$ cat config.mk
export PLATFORM = sky130hd
export DESIGN_NAME = rotor_shift_pipe
export DESIGN_NICKNAME = d
export VERILOG_FILES = /design/src/rtl/rotor_shift_pkg.sv /design/src/rtl/pipe_elastic_stage.sv /design/src/rtl/rotor_shift_pipe.sv
export SDC_FILE = /design/constraint.sdc
export NUM_CORES = 1
export LEC_CHECK = 0
export BUFFER_PORTS_ARGS = -buffer_cell sky130_fd_sc_hd__buf_2
export CELL_PAD_IN_SITES_DETAIL_PLACEMENT = 0
export CELL_PAD_IN_SITES_GLOBAL_PLACEMENT = 1
export CORE_ASPECT_RATIO = 2
export CORE_MARGIN = 3
export CORE_UTILIZATION = 50
export DETAILED_ROUTE_END_ITERATION = 8
export GPL_ROUTABILITY_DRIVEN = 0
export GPL_TIMING_DRIVEN = 0
export PLACE_DENSITY = 0.9
export SYNTH_ARGS = -nofsm -noshare
export SYNTH_HDL_FRONTEND = slang
export SYNTH_SLANG_ARGS = --single-unit
$ cat constraint.sdc
create_clock -name clk -period 7.2 [get_ports clk]
set_input_delay 1.08 -clock clk [delete_from_list [all_inputs] [get_ports clk]]
set_output_delay 1.08 -clock clk [all_outputs]
set_load 0.02 [all_outputs]
$ cat src/rtl/rotor_shift_pkg.sv
// rtl/rotor_shift_pkg.sv - shared constants, character classes and modular helpers for the rotor shift pipe
package rotor_shift_pkg;

  localparam int ALPHA_LEN = 26;
  localparam int DIGIT_LEN = 10;

  localparam logic [7:0] BASE_UPPER = 8'd65;
  localparam logic [7:0] BASE_LOWER = 8'd97;
  localparam logic [7:0] BASE_DIGIT = 8'd48;

  localparam logic [5:0] ALPHA_LEN6 = 6'(ALPHA_LEN);
  localparam logic [5:0] DIGIT_LEN6 = 6'(DIGIT_LEN);

  typedef enum logic [1:0] {
    CC_UPPER,
    CC_LOWER,
    CC_DIGIT,
    CC_OTHER
  } char_class_e;

  function automatic char_class_e classify(input logic [7:0] c);
    if (c >= 8'd65 && c <= 8'd90) return CC_UPPER;
    if (c >= 8'd97 && c <= 8'd122) return CC_LOWER;
    if (c >= 8'd48 && c <= 8'd57) return CC_DIGIT;
    return CC_OTHER;
  endfunction

  // off and k are both already below m, so one conditional correction suffices
  function automatic logic [5:0] shift_mod(input logic [5:0] off, input logic [5:0] k,
                                           input logic dec, input logic [5:0] m);
    logic [5:0] s;
    if (!dec) begin
      s = off + k;
      if (s >= m) s = s - m;
    end else if (off >= k) begin
      s = off - k;
    end else begin
      s = off + m - k;
    end
    return s;
  endfunction

  function automatic logic [4:0] reduce26(input logic [5:0] v);
    return (v >= ALPHA_LEN6) ? 5'(v - ALPHA_LEN6) : v[4:0];
  endfunction

endpackage

$ cat src/rtl/pipe_elastic_stage.sv
// rtl/pipe_elastic_stage.sv - one valid/ready register stage that refills in the cycle it drains
module pipe_elastic_stage #(
  parameter int W = 8
) (
  input  logic         clk,
  input  logic         rst,
  input  logic         in_valid_i,
  input  logic [W-1:0] in_data_i,
  output logic         in_ready_o,
  output logic         out_valid_o,
  input  logic         out_ready_i,
  output logic [W-1:0] out_data_o
);

  logic         valid_q, valid_d;
  logic [W-1:0] data_q, data_d;

  assign in_ready_o  = !valid_q || out_ready_i;
  assign out_valid_o = valid_q;
  assign out_data_o  = data_q;

  always_comb begin
    valid_d = valid_q;
    data_d  = data_q;
    if (in_ready_o) begin
      valid_d = in_valid_i;
      if (in_valid_i) data_d = in_data_i;
    end
  end

  always_ff @(posedge clk) begin
    if (rst) begin
      valid_q <= 1'b0;
      data_q  <= '0;
    end else begin
      valid_q <= valid_d;
      data_q  <= data_d;
    end
  end

endmodule

$ cat src/rtl/rotor_shift_pipe.sv
// rtl/rotor_shift_pipe.sv - elastic Caesar shift stage with a rotating key and configurable pipeline depth
module rotor_shift_pipe
  import rotor_shift_pkg::*;
#(
  parameter int PIPE_DEPTH = 2,
  parameter bit DIGITS_EN  = 1'b1,
  parameter int ROT_W      = 3
) (
  input  logic             clk,
  input  logic             rst,
  input  logic             cfg_load,
  input  logic [4:0]       cfg_key,
  input  logic [4:0]       cfg_step,
  input  logic [ROT_W-1:0] cfg_rot_freq,
  input  logic             cfg_mode,
  input  logic             cfg_shift_en,
  input  logic             s_valid,
  output logic             s_ready,
  input  logic [7:0]       s_data,
  output logic             m_valid,
  input  logic             m_ready,
  output logic [7:0]       m_data,
  output logic [4:0]       cur_key,
  output logic             busy
);

  logic [4:0]       key_q, key_d;
  logic [4:0]       step_q, step_d;
  logic [ROT_W-1:0] freq_q, freq_d;
  logic [ROT_W-1:0] cnt_q, cnt_d;
  logic             mode_q, mode_d;
  logic             en_q, en_d;

  char_class_e cc;
  logic [5:0]  key6, kd6, off6, res6;
  logic [7:0]  base8, xf_data;
  logic        accept, counting;

  assign cc     = classify(s_data);
  assign accept = s_valid && s_ready;
  assign counting = accept && en_q &&
                    ((cc == CC_UPPER) || (cc == CC_LOWER) || (DIGITS_EN && (cc == CC_DIGIT)));

  always_comb begin
    key6 = {1'b0, key_q};
    if (key6 >= 6'd20)      kd6 = key6 - 6'd20;
    else if (key6 >= 6'd10) kd6 = key6 - 6'd10;
    else                    kd6 = key6;
    base8   = BASE_DIGIT;
    off6    = '0;
    res6    = '0;
    xf_data = s_data;
    case (cc)
      CC_UPPER, CC_LOWER: begin
        base8   = (cc == CC_UPPER) ? BASE_UPPER : BASE_LOWER;
        off6    = 6'(s_data - base8);
        res6    = shift_mod(off6, key6, mode_q, ALPHA_LEN6);
        xf_data = base8 + {2'b00, res6};
      end
      CC_DIGIT: begin
        if (DIGITS_EN) begin
          off6    = 6'(s_data - BASE_DIGIT);
          res6    = shift_mod(off6, kd6, mode_q, DIGIT_LEN6);
          xf_data = BASE_DIGIT + {2'b00, res6};
        end
      end
      default: ;
    endcase
    if (!en_q) xf_data = s_data;
  end

  // cfg_load overrides any rotation caused by a beat accepted in the same cycle
  always_comb begin
    key_d  = key_q;
    step_d = step_q;
    freq_d = freq_q;
    cnt_d  = cnt_q;
    mode_d = mode_q;
    en_d   = en_q;
    if (counting && (freq_q != '0)) begin
      if (cnt_q == freq_q - ROT_W'(1)) begin
        cnt_d = '0;
        key_d = reduce26({1'b0, key_q} + {1'b0, step_q});
      end else begin
        cnt_d = cnt_q + ROT_W'(1);
      end
    end
    if (cfg_load) begin
      key_d  = reduce26({1'b0, cfg_key});
      step_d = reduce26({1'b0, cfg_step});
      freq_d = cfg_rot_freq;
      cnt_d  = '0;
      mode_d = cfg_mode;
      en_d   = cfg_shift_en;
    end
  end

  always_ff @(posedge clk) begin
    if (rst) begin
      key_q  <= '0;
      step_q <= '0;
      freq_q <= '0;
      cnt_q  <= '0;
      mode_q <= 1'b0;
      en_q   <= 1'b0;
    end else begin
      key_q  <= key_d;
      step_q <= step_d;
      freq_q <= freq_d;
      cnt_q  <= cnt_d;
      mode_q <= mode_d;
      en_q   <= en_d;
    end
  end

  logic                  vld [PIPE_DEPTH+1];
  logic                  rdy [PIPE_DEPTH+1];
  logic [7:0]            dat [PIPE_DEPTH+1];
  logic [PIPE_DEPTH-1:0] stage_valid;

  assign vld[0]          = s_valid;
  assign dat[0]          = xf_data;
  assign s_ready         = rdy[0];
  assign rdy[PIPE_DEPTH] = m_ready;
  assign m_valid         = vld[PIPE_DEPTH];
  assign m_data          = dat[PIPE_DEPTH];
  assign cur_key         = key_q;
  assign busy            = |stage_valid;

  for (genvar i = 0; i < PIPE_DEPTH; i++) begin : g_stage
    pipe_elastic_stage #(.W(8)) u_stage (
      .clk        (clk),
      .rst        (rst),
      .in_valid_i (vld[i]),
      .in_data_i  (dat[i]),
      .in_ready_o (rdy[i]),
      .out_valid_o(vld[i+1]),
      .out_ready_i(rdy[i+1]),
      .out_data_o (dat[i+1])
    );
    assign stage_valid[i] = vld[i+1];
  end

endmodule

# Yosys cells after proc, flatten, opt, wreduce, memory -nomap -nowiden
# Index checks and enable logic that the tools add are counted.
# word_totals
register_bits	36
in_bits	28
out_inout_bits	16
elab_cells	105
# op_classes
magnitude_cmp	15
n_reduce_logical	23
muxes	32
add_sub_neg	22
n_eq_ne	3
# ops
operator	count
$mux 6	11
$mux 5	6
$sub 6x6->6	3
$ge 8x7->1 const B	2
$le 8x7->1 const B	2
$pmux 8 s2	1
$ge 5x5->1 const B	3
$sub 5x5->5 const B	3
$ge 6x5->1 const B	2
$mux 2	6
$sub 6x5->6	2
$add 7x6->8	1
$ge 8x6->1 const B	1
$le 8x6->1 const B	1
$mux 8	1
$add 6x6->7 const A	1
$logic_and 1x1->1	7
$add 5x5->6	1
$add 6x4->6 const B	1
$add 6x5->6	1
$add 6x5->6 const B	1
$add 6x6->6	1
$ge 6x4->1 const B	1
$ge 6x5->1	1
other kinds (21)	35

# Longest topological paths before layout
# Gate-level depths: netlist of run 1.
# depth
depth_word	20
depth_mapped	23

# Modules after synthesis
# A second synthesis of run 1 with hierarchy kept.
# unflattened
cells_unflattened	580
hier_area_um2	4779.6
# modules_own_cells
mod	seq_area_each_um2	cells_per_inst	n_inst	area_each_um2
rotor_shift_pipe	360.3	498	1	3896.2
pipe_elastic_stage	180.2	41	2	441.7

# Worst setup path before layout of run 1
# OpenSTA, ideal clock, no wires.
# synth_timing
path_type	input -> register
from	input port s_data[1]
to	register g_stage[0].u_stage.data_q[2]
path_stages	16
required_time_ns	7.123
setup_ns	0.077
setup_slack_ns	2.740
arrival_ns	4.384
path_buffers	1
path_cell_list	inv_1 -> ha_1 -> xor2_1 -> ha_1 -> buf_4 -> nor3b_2 -> nor3_1 -> o31ai_1 -> a2111oi_2 -> nor4_1 -> nor3b_2 -> ha_1 -> inv_1 -> nand4_1 -> or3b_1 -> a41oi_2
# synth_between
elab_chain_len	19
elab_cells_between_ends	53
cone_classes	add/sub: 14; order compare: 10; eq/ne: 2; mux: 22; reduce/logical: 5
# synth_rtl
item	line	rtl
start: declaration	rotor_shift_pipe.sv:19	input logic [7:0] s_data,
$ge 8x6->1 / $le 8x6->1 (equally long branches)	rotor_shift_pkg.sv:24	if (c >= 8'd48 && c <= 8'd57) return CC_DIGIT;
$logic_and 1x1->1	rotor_shift_pkg.sv:24	
$mux 1 (2 in a row)	rotor_shift_pkg.sv:24	
$mux 1	rotor_shift_pkg.sv:23	if (c >= 8'd97 && c <= 8'd122) return CC_LOWER;
$mux 2	rotor_shift_pkg.sv:25	return CC_OTHER;
$mux 2	rotor_shift_pkg.sv:24	
$mux 2	rotor_shift_pkg.sv:23	
$logic_not 2->1	-	
[2 not listed]	-	
$add 6x5->6	rotor_shift_pkg.sv:33	s = off + k;
$ge 6x5->1	rotor_shift_pkg.sv:34	if (s >= m) s = s - m;
$mux 6	rotor_shift_pkg.sv:34	
$mux 6	rotor_shift_pkg.sv:32	if (!dec) begin
$mux 6	rotor_shift_pipe.sv:53	case (cc)
$add 7x6->8	rotor_shift_pipe.sv:58	xf_data = base8 + {2'b00, res6};
$pmux 8 s2 *	rotor_shift_pipe.sv:53	
$mux 8 *	rotor_shift_pipe.sv:69	if (!en_q) xf_data = s_data;
end signal: assignment	pipe_elastic_stage.sv:37	data_q <= data_d;
end: declaration	pipe_elastic_stage.sv:16	logic [W-1:0] data_q, data_d;
# Every way passes the cells marked *; elsewhere a longest branch is shown, timed or not. The select of a mux whose other input is x is not followed.
# A chain may end at the register's enable or synchronous reset.

# Worst setup path in the final report of run 1
# layout_timing
from	register key_q[2], in the netlist cur_key[2]
to	register g_stage[0].u_stage.data_q[5]
# layout_between
elab_chain_len	11
elab_cells_between_ends	30
cone_classes	add/sub: 12; order compare: 6; mux: 12
# layout_rtl
item	line	rtl
start: declaration	rotor_shift_pipe.sv:27	logic [4:0] key_q, key_d;
start signal: assignment	rotor_shift_pipe.sv:107	key_q <= key_d;
$sub 5x4->6 / $ge 5x4->1 (equally long branches)	rotor_shift_pipe.sv:47	else if (key6 >= 6'd10) kd6 = key6 - 6'd10;
$mux 6	rotor_shift_pipe.sv:47	
$mux 6	rotor_shift_pipe.sv:46	if (key6 >= 6'd20) kd6 = key6 - 6'd20;
$add 6x6->6	rotor_shift_pkg.sv:33	
$sub 6x4->6 / $ge 6x4->1 (equally long branches)	rotor_shift_pkg.sv:34	
$mux 6	rotor_shift_pkg.sv:34	
$mux 6	rotor_shift_pkg.sv:32	
$mux 6	rotor_shift_pipe.sv:53	
$add 6x6->7	rotor_shift_pipe.sv:64	xf_data = BASE_DIGIT + {2'b00, res6};
$pmux 8 s2 *	rotor_shift_pipe.sv:53	
$mux 8 *	rotor_shift_pipe.sv:69	
# Marks and branches as above.

==> summary.txt, run 1 <==
Yosys
  • Net Count, Synth: around 690
  • Summed instance area of the synthesized netlist: 0.00476 sq mm
  • Share of async-settable or async-resettable flops after synthesis: 0
  • Prevailing post-synth register cell: dfxtp_1
  • Biggest area consumer among synthesized cells: ha_1
  • Area share of the largest cell type after synthesis: 0.165
  • Number of flip-flops and latches in the synthesized netlist: 36
  • Count of distinct cell types in the synthesized netlist: 73
  • Synth warnings: 0
  • Post-synthesis average cell area: 8.07 sq um
  • Seq/Total Area, Yosys: 0.151
  • Leading cell types by total area after synthesis: ha_1 17%, dfxtp_1 15%, inv_1 5.2%, mux2i_1 5.0%, fa_1 4.6%
  • Commonest cells post-synth: 66 x inv_1, 63 x ha_1, 49 x nor2_1
  • Most frequent cell after synthesis: inv_1
  • Synthesized instance count: 590
  • EDFF count, synth: 0

Critical path
  • Library cell contributing the largest single delay on the critical path: a21boi_1
  • Critical Path RT: 7.41 ns
  • CP Data Arrival Time: approximately 5.6 ns
  • Crit. End Element: flip-flop
  • Count of buffer and inverter cells on the critical path: 2
  • Kind of start point of the critical path: flip-flop
  • Cell class contributing the biggest share of worst-path delay: compound AO/OA/AOI/OAI gates
  • Cell breakdown of the critical path: inv_1, ha_1, a21o_1, nor3_1, nor3_1, xnor2_1, inv_1, fa_1, nand3b_1, o311ai_0, a21boi_1, a21oi_1, a21oi_1, mux2i_1, ha_1, o221ai_1, o21ai_0, o221a_1, o211ai_1
  • Maximum fanout along the worst path: 10
  • Critical path start-end classification: flip-flop to flip-flop
  • Delay of the slowest critical-path stage: approximately 0.66 ns

Routing
  • Number of detailed-route iterations in the first pass: 6
  • 1st-iter DRT viols: 245
  • Antenna-violating nets left: 0
  • DRC violations left: 0
  • Routed Wire Length: approximately 14000 microns
  • DR vias/cell: 6.21
  • Via Count: about 4600
  • Per-cell routed wire length: around 19 microns

Cells and area
  • Final layout net count: ~740
  • Number of diodes: 0
  • Fraction of final layout cells sized beyond drive strength 1: 0.136
  • Total area of multi-input combinational cells: 0.00361 sq mm
  • Combined flip-flop and latch cell area: approximately 720 sq um
  • Post-layout util: 0.575
  • Filler cells: 882
  • Area grow syn2layout: 10.3%

GRT
  • Remaining global-route overflow: 0
  • Total global-route track usage: 0.271
  • Via count of the first global-routing pass: 4711
  • Maximum number of pins on one net before global-route repair: 13
  • Number of antenna violations at the first check in global routing: 0
  • First-pass GRT wire length: roughly 22000 microns

Pwr
  • Power per standard cell area: around 180 mW/mm^2
  • Leakage: 0.00243 uW
  • Largest voltage drop on the vdd net: 171 uV

Timing
  • Max Fclk: 184 MHz
  • Final hold violations: 0
  • Final critical-path required period: 5.42 ns
  • Final Cycle Share: 0.753
  • Relative slew slack: 0.347
  • Max Clock Skew: 0.00820 ns
  • Transition at the pin with the smallest max-transition slack: 0.973 ns
  • Number of max-slew violations in the final report: 0
  • Post-Route Setup TNS: 0 ns
  • Setup repair after global routing missed its margin: no
  • Final setup violation count: 0

Die
  • Die Footprint: 0.0108 sq mm
  • Die height: 144 microns
  • Placeable Area: 0.00914 sq mm
  • Starting density of the core: 0.521
  • Number of primary I/O pins: 44
  • Cell Rows: 49
  • Die Wd: 75.0 microns

CTS
  • CTS buffer count: 5
  • Clock slew at the register clock pins of the worst setup and hold paths: around 0.060 ns
  • Hold Buf Count CTS: 0
  • Number of gates given a new drive strength after cts: 0
  • Clk buf depth: 2
  • Count of clock tree sinks: 36
  • CTS tree: done
  • Post-CTS Repair Setup Buffers: 0
  • Level count of the clock H-tree: 2
  • Cell chosen for the clock root: clkbuf_16
  • Insertion delay of the later-clocked pin in the worst-skew pair: 0.29 ns

Outcome
  • Result of the run: complete, no violations

Placed design
  • Hpwl dp: 11500 microns
  • Port Buf Inserts: 43

Job
  • Number of max-capacitance violations reported: 0

Hold path
  • Worst hold path type: flip-flop to flip-flop
## layout by cell type, fill, tap and decap left out, types with 6 or more instances in the layout
cell	instances
a211oi_1	7
a21o_1	10
a21oi_1	39
a31oi_1	8
buf_2	43
buf_4	14
dfxtp_1	36
fa_1	11
ha_1	63
inv_1	66
mux2i_1	24
nand2_1	35
nand3_1	10
nand4_1	6
nor2_1	49
nor2b_1	8
nor3_1	16
o211ai_1	18
o21ai_0	23
xnor2_1	25
xor2_1	11
## registers in the layout, indices dropped and copies added, names as in the netlist
register                     count
mode_q                           1
cnt_q                            3
cur_key                          5
g_stage.u_stage.out_data_o      16
g_stage.u_stage.out_valid_o      2
freq_q                           3
step_q                           5
en_q                             1
## cell type report
cell class,instances,share of cell area
inverter,66,0.0471
buffer,26,0.0343
multi-input combinational,462,0.688
tap,102,0.0243
clock buffer,7,0.0271
timing repair buffer,43,0.0409
sequential,36,0.137
clock inverter,1,0.00143
## tightest hold or removal path: cells and delay by family, from the launching register on
kind	cells	cell delay, ns
simple gates	1	0.05
compound gates	1	0.05
flops	1	0.31
## cell families (layout without fill, tap and decap cells)
logic type,count (synthesis),in the layout,share of synthesized area
AO/OA/AOI/OAI,158,158,0.240
XOR/XNOR,36,36,0.0662
adder cells (fa/ha/maj),74,74,0.212
buffers and inverters,92,143,0.0898
flip-flops,36,36,0.151
multiplexers,26,26,0.0552
AND/OR/NAND/NOR,168,168,0.185
## stage by stage
stage | std cells | hold WS, ns | area (sq um) | worst slack [ns] | power (uW)
2_1_floorplan | 590 | 0.431 | 4760 | 2.74 | 577
3_3_place_gp | 735 | 0.442 | 5110 | 1.85 | 690
3_5_place_dp | 735 | 0.457 | 5110 | 1.77 | 703
4_1_cts | 743 | 0.469 | 5260 | 1.76 | 925
5_1_grt | 743 | 0.522 | 5260 | 1.35 | 987
6_report | 743 | 0.473 | 5260 | 1.78 | 926
## power by group
part / internal (uW) / switching (uW)
clock network: 138 / 83.7
registers: 211 / 14.1
logic: 193 / 287
## final timing paths
path                               startpoint                               end  slack (ns)  cells after the start
max                                cur_key[2]  g_stage[0].u_stage.out_data_o[5]        1.78                     19
min          g_stage[0].u_stage.out_data_o[0]  g_stage[0].u_stage.out_data_o[0]        0.47                      2
max reg2reg                        cur_key[2]  g_stage[0].u_stage.out_data_o[5]        1.78                     19
min reg2reg  g_stage[0].u_stage.out_data_o[0]  g_stage[0].u_stage.out_data_o[0]        0.47                      2
## metal layers
layer	vias to the layer above	wire length, microns	GRT usage
met5	-	0	0
met4	0	835	0.154
met3	60	573	0.0299
met2	172	7780	0.523
met1	2191	4760	0.261
li1	2192	-	-
(Power assumes the default switching activity.)
==> inputs of run 2 (changes only) <==
- CORE_UTILIZATION: 50 -> 46
- PLACE_DENSITY: 0.9 -> 0.84
- clock period: 7.2 -> 5.5 ns (I/O delays scaled with it)
==> summary.txt, run 2 (same netlist as run 1, synthesis figures left out) <==
Outcome
  • Result of the run: complete, no violations

Critical path
  • Critical Path RT: 5.71 ns (-1.70 ns)
  • Crit. End Element: flip-flop
  • Maximum fanout along the worst path: 9 (-1)
  • Delay of the slowest critical-path stage: 0.62 ns (-0.04 ns)
  • Critical path start-end classification: input pin to flip-flop
  • Library cell contributing the largest single delay on the critical path: a2111oi_2
  • Count of buffer and inverter cells on the critical path: 4 (+2)
  • Cell breakdown of the critical path: buf_2, inv_1, ha_1, xor2_1, ha_1, buf_4, nor3b_2, nor3_1, o31ai_1, a2111oi_2, nor4_1, nor3b_2, ha_1, inv_1, nand4_1, or3b_1, a41oi_2
  • Cell class contributing the biggest share of worst-path delay: simple AND/OR/NAND/NOR gates
  • Kind of start point of the critical path: input pin
  • CP Data Arrival Time: 5.21 ns (-0.42 ns)
  • Cell seen most often among critical-path stages: ha_1

CTS
  • Level count of the clock H-tree: 2 (unchanged)
  • Post-CTS Repair Setup Buffers: 0 (unchanged)
  • Insertion delay of the later-clocked pin in the worst-skew pair: 0.28 ns (about the same)
  • CTS tree: done
  • Hold Buf Count CTS: 0 (unchanged)
  • Clock slew at the register clock pins of the worst setup and hold paths: 0.06 ns (about the same)
  • Cell chosen for the clock root: clkbuf_16
  • Count of clock tree sinks: 36 (unchanged)
  • Clk buf depth: 2 (unchanged)
  • CTS buffer count: 5 (unchanged)

Die
  • Number of primary I/O pins: 44 (unchanged)
  • Cell Rows: 52 (+6.1%)
  • Die Footprint: 0.0117 sq mm (+8.2%)
  • Die height: 150 microns (+4.1%)
  • Placeable Area: 0.0101 sq mm (+10%)
  • Die Wd: 78.0 microns (+3.9%)
  • Starting density of the core: 0.472 (-0.0491)

Timing
  • Final setup violation count: 0 (unchanged)
  • Transition at the pin with the smallest max-transition slack: 0.954 ns (-0.0188 ns)
  • Number of max-slew violations in the final report: 0 (unchanged)
  • Setup repair after global routing missed its margin: no
  • Final hold violations: 0 (unchanged)
  • Post-Route Setup TNS: 0 ns (unchanged)
  • Setup slack of the critical path after layout: 0.499 ns (-1.28 ns)
  • Relative slew slack: 0.360 (+0.0126)
  • Final critical-path required period: 5.00 ns
  • Max Clock Skew: 0.00582 ns (-0.00237 ns)
  • Max Fclk: 200 MHz
  • Final Cycle Share: 0.909

Hold path
  • Worst hold path type: flip-flop to flip-flop

Pwr
  • Power per standard cell area: 233 mW/mm^2 (+32%)
  • Largest voltage drop on the vdd net: 267 uV (+57%)
  • Leakage: 0.00244 uW (+0.49%)
  • Total Power Consumption: 1240 uW (+34%)

GRT
  • First-pass GRT wire length: 22600 microns (+1.1%)
  • Total global-route track usage: 0.243 (-0.0285)
  • Number of antenna violations at the first check in global routing: 0 (unchanged)
  • Remaining global-route overflow: 0 (unchanged)
  • Maximum number of pins on one net before global-route repair: 13 (unchanged)
  • Via count of the first global-routing pass: 4687 (-0.51%)

Cells and area
  • Combined flip-flop and latch cell area: 723 sq um (+0.35%)
  • Commonest cells after routing, fill and taps aside: 66 x inv_1, 63 x ha_1, 49 x nor2_1
  • Total area of multi-input combinational cells: 0.00362 sq mm (+0.24%)
  • Most common cell after layout, fill and taps aside: inv_1
  • Number of diodes: 0 (unchanged)
  • Area grow syn2layout: 11.8%
  • Fraction of final layout cells sized beyond drive strength 1: 0.144 (+0.00780)
  • Final layout net count: 742 (unchanged)
  • Filler cells: 1006 (+14%)
  • Max reg flops: 16 (unchanged)

Placed design
  • Dpl ws: 0.236 ns (-1.53 ns)
  • Hpwl dp: 11500 microns (about the same)
  • Port Buf Inserts: 43 (unchanged)

Routing
  • Per-cell routed wire length: 17.9 microns (-4.6%)
  • Via Count: 4506 (-2.4%)
  • Antenna-violating nets left: 0 (unchanged)
  • 1st-iter DRT viols: 225 (-8.2%)
  • DR vias/cell: 5.81 (-6.5%)
  • Number of detailed-route iterations in the first pass: 4 (-2)
  • DRC violations left: 0 (unchanged)
  • Routed Wire Length: 13900 microns (-0.39%)

Job
  • Number of max-capacitance violations reported: 0 (unchanged)
-- run 2: path summary, 6_finish.rpt --
kind | cells past startpoint | from | slack [ns] | endpoint
hold reg to reg | 2 | g_stage[0].u_stage.out_data_o[0] | 0.47 | g_stage[0].u_stage.out_data_o[0]
hold / removal | 2 | g_stage[0].u_stage.out_data_o[0] | 0.47 | g_stage[0].u_stage.out_data_o[0]
setup / recovery | 17 | s_data[1] | 0.50 | g_stage[0].u_stage.out_data_o[2]
setup reg to reg | 18 | cur_key[4] | 0.60 | g_stage[0].u_stage.out_data_o[5]
-- run 2: timing repair --
item                                    in CTS  in global routing
resized for setup                            0                  4
endpoints found under the setup margin       0                  2
endpoints found under the hold margin        0                  0
-- run 2: layer usage --
metal  vias to the layer above  track usage  share of wire  wire length, microns
met3                        53       0.0187          0.028                   385
met1                      2140        0.227           0.35                  4820
met5                         -            0              0                     0
met4                         0        0.155          0.063                   874
li1                       2193            -              -                     -
met2                       120        0.486           0.56                  7810
-- run 2: final cells by class --
class                      count  share of cell area
buffer                        26              0.0338
clock buffer                   5              0.0235
clock inverter                 3             0.00799
inverter                      66              0.0465
multi-input combinational    462               0.680
sequential                    36               0.136
tap                          135              0.0317
timing repair buffer          43              0.0404
-- run 2: report_power, final --
part / switching [uW] / leakage (uW) / internal [uW] / total [uW]
Combinational: 370 / 0.00207 / 252 / 622
Sequential: 17.5 / 0.000297 / 276 / 294
Clock: 113 / 0.0000798 / 213 / 325
Total: 501 / 0.00244 / 741 / 1240
-- run 2: tightest hold or removal path, stage by stage (launching register included) --
cell	delay [ns]
dfxtp_1	0.31
nand2_1	0.05
a21oi_1	0.06
-- run 2: metrics by stage --
stage / util / std cells / hold slack (ns) / area, sq um
global route: 0.528 / 776 / 0.531 / 5330
floorplan: - / 590 / 0.431 / 4760
CTS: 0.527 / 776 / 0.469 / 5320
global placement: 0.510 / 768 / 0.444 / 5150
finish: 0.528 / 776 / 0.472 / 5330
detailed placement: 0.510 / 768 / 0.457 / 5150
==> inputs of run 3 (changes only) <==
- BUFFER_PORTS_ARGS: -buffer_cell sky130_fd_sc_hd__buf_2 -> -buffer_cell sky130_fd_sc_hd__buf_4
- CORE_MARGIN: 3 -> default
==> summary.txt, run 3 (same netlist as run 1, synthesis figures left out) <==
Pwr
  • Power per standard cell area: 225 mW/mm^2 (-3.6%)
  • Largest voltage drop on the vdd net: 224 uV (-16%)
  • Leakage: 0.00247 uW (+1.1%)

Critical path
  • Critical Path RT: 5.70 ns (about the same)
  • Cell breakdown of the critical path: inv_1, ha_1, nor4b_1, nor2_1, o21ai_0, o21a_1, ha_1, clkbuf_1, o21ai_0, a2111oi_0, a211o_1, and3b_1, o31ai_1, ha_1, o221ai_1, o21ai_0, o221a_1, o211ai_1
  • CP Data Arrival Time: 5.37 ns (+0.16 ns)
  • Crit. End Element: flip-flop
  • Delay of the slowest critical-path stage: 0.68 ns (+0.06 ns)
  • Critical path start-end classification: flip-flop to flip-flop
  • Maximum fanout along the worst path: 12 (+3)
  • Kind of start point of the critical path: flip-flop
  • Library cell contributing the largest single delay on the critical path: dfxtp_1

Die
  • Cell Rows: 52 (unchanged)
  • Number of primary I/O pins: 44 (unchanged)
  • Placeable Area: 0.0101 sq mm (unchanged)
  • Die height: 146 microns (-2.7%)
  • Die Wd: 74.0 microns (-5.1%)
  • Die Footprint: 0.0108 sq mm (-7.7%)
  • Starting density of the core: 0.472 (unchanged)

Cells and area
  • Final layout net count: 742 (unchanged)
  • Most common cell after layout, fill and taps aside: inv_1
  • Fraction of final layout cells sized beyond drive strength 1: 0.142 (-0.00156)
  • Area grow syn2layout: 13.7%
  • Max reg flops: 16 (unchanged)
  • Commonest cells after routing, fill and taps aside: 66 x inv_1, 63 x ha_1, 57 x buf_4
  • Filler cells: 982 (-2.4%)
  • Number of diodes: 0 (unchanged)

CTS
  • Level count of the clock H-tree: 2 (unchanged)
  • CTS buffer count: 5 (unchanged)
  • CTS tree: done
  • Insertion delay of the later-clocked pin in the worst-skew pair: 0.28 ns (about the same)
  • Cell chosen for the clock root: clkbuf_16
  • Hold Buf Count CTS: 0 (unchanged)
  • Clk buf depth: 2 (unchanged)
  • Count of clock tree sinks: 36 (unchanged)
  • Clock slew at the register clock pins of the worst setup and hold paths: 0.06 ns (about the same)

Timing
  • Final critical-path required period: 5.17 ns (+0.172 ns)
  • Final setup violation count: 0 (unchanged)
  • Number of max-slew violations in the final report: 0 (unchanged)
  • Setup repair after global routing missed its margin: no
  • Max Fclk: 193 MHz (-3.3%)
  • Transition at the pin with the smallest max-transition slack: 0.925 ns (-0.0291 ns)
  • Final hold violations: 0 (unchanged)
  • Post-Route Setup TNS: 0 ns (unchanged)
  • Final Cycle Share: 0.941 (+0.0313)
  • Relative slew slack: 0.379 (+0.0195)
  • Max Clock Skew: 0.00273 ns (-0.00309 ns)
  • Hold WS: 0.450 ns (-0.0222 ns)

Routing
  • Routed Wire Length: 14000 microns (+0.50%)
  • 1st-iter DRT viols: 211 (-6.2%)
  • Per-cell routed wire length: 18.0 microns (+0.50%)
  • Antenna-violating nets left: 0 (unchanged)
  • DRC violations left: 0 (unchanged)
  • Via Count: 4501 (-0.11%)
  • Number of detailed-route iterations in the first pass: 4 (unchanged)
  • DR vias/cell: 5.80 (-0.11%)

GRT
  • Maximum number of pins on one net before global-route repair: 13 (unchanged)
  • Number of antenna violations at the first check in global routing: 0 (unchanged)
  • Remaining global-route overflow: 0 (unchanged)
  • First-pass GRT wire length: 22100 microns (-2.1%)
  • Via count of the first global-routing pass: 4536 (-3.2%)
  • Total global-route track usage: 0.270 (+0.0269)

Placed design
  • Port Buf Inserts: 43 (unchanged)
  • Hpwl dp: 11600 microns (about the same)

Hold path
  • Worst hold path type: flip-flop to flip-flop

Outcome
  • Result of the run: complete, no violations

Job
  • Number of max-capacitance violations reported: 0 (unchanged)
## run 3: changes by cell type in the layout (fill, tap and decap cells not counted), moves of 2 or more
cell | before | now
buf_2 | 43 | 0
buf_4 | 14 | 57
dfxtp_1 | 34 | 36
dfxtp_2 | 2 | 0
## run 3: where the power goes
part	switching, uW	internal [uW]
Clock	109	167
Sequential	18.2	276
Combinational	382	264
Total	510	706
## run 3: final timing paths
| check | start | end | slack, ns | cells past startpoint |
|---|---|---|---|---|
| max reg2reg | cur_key[3] | g_stage[0].u_stage.out_data_o[5] | 0.33 | 18 |
| min reg2reg | g_stage[0].u_stage.out_data_o[0] | g_stage[0].u_stage.out_data_o[0] | 0.45 | 2 |
| max | cur_key[3] | g_stage[0].u_stage.out_data_o[5] | 0.33 | 18 |
| min | g_stage[0].u_stage.out_data_o[0] | g_stage[0].u_stage.out_data_o[0] | 0.45 | 2 |
## run 3: final cells by class
class / instances / area [sq um] / share of cell area
Buffer: 26 / 180 / 0.0333
Clock buffer: 5 / 125 / 0.0231
Clock inverter: 3 / 18.8 / 0.00347
Inverter: 66 / 248 / 0.0457
Multi-Input combinational cell: 462 / 3630 / 0.671
Sequential cell: 36 / 721 / 0.133
Tap cell: 135 / 169 / 0.0312
Timing Repair Buffer: 43 / 323 / 0.0596
## run 3: worst max-delay path: cells and delay by family (launching register included)
| kind | cells | cell delay (ns) |
|---|---|---|
| AND/OR/NAND/NOR | 3 | 0.65 |
| buffers and inverters | 2 | 0.51 |
| flip-flops | 1 | 0.68 |
| adder cells (fa/ha/maj) | 3 | 0.82 |
| AO/OA/AOI/OAI | 10 | 2.44 |
## run 3: stage by stage
stage               utilization  area, sq um  cells  power (uW)  setup slack (ns)
finish                    0.537         5420    776        1220             0.326
global route              0.537         5420    776        1300            0.0630
CTS                       0.535         5400    776        1210            0.0932
detailed placement        0.521         5260    768         932             0.154
global placement          0.521         5260    768         919             0.108
floorplan                     -         4760    590         755              1.08
## run 3: what timing repair did
action	4_1_cts	5_1_grt
setup endpoints to repair	0	2
setup buffers	0	0
resized for setup	0	3
## run 3: per-layer routing
metal | GRT usage | vias up | part of all wire
met5 | 0 | - | 0
met4 | 0.217 | 0 | 0.080
li1 | - | 2191 | -
met1 | 0.259 | 2148 | 0.35
met3 | 0.0166 | 55 | 0.020
met2 | 0.495 | 107 | 0.55
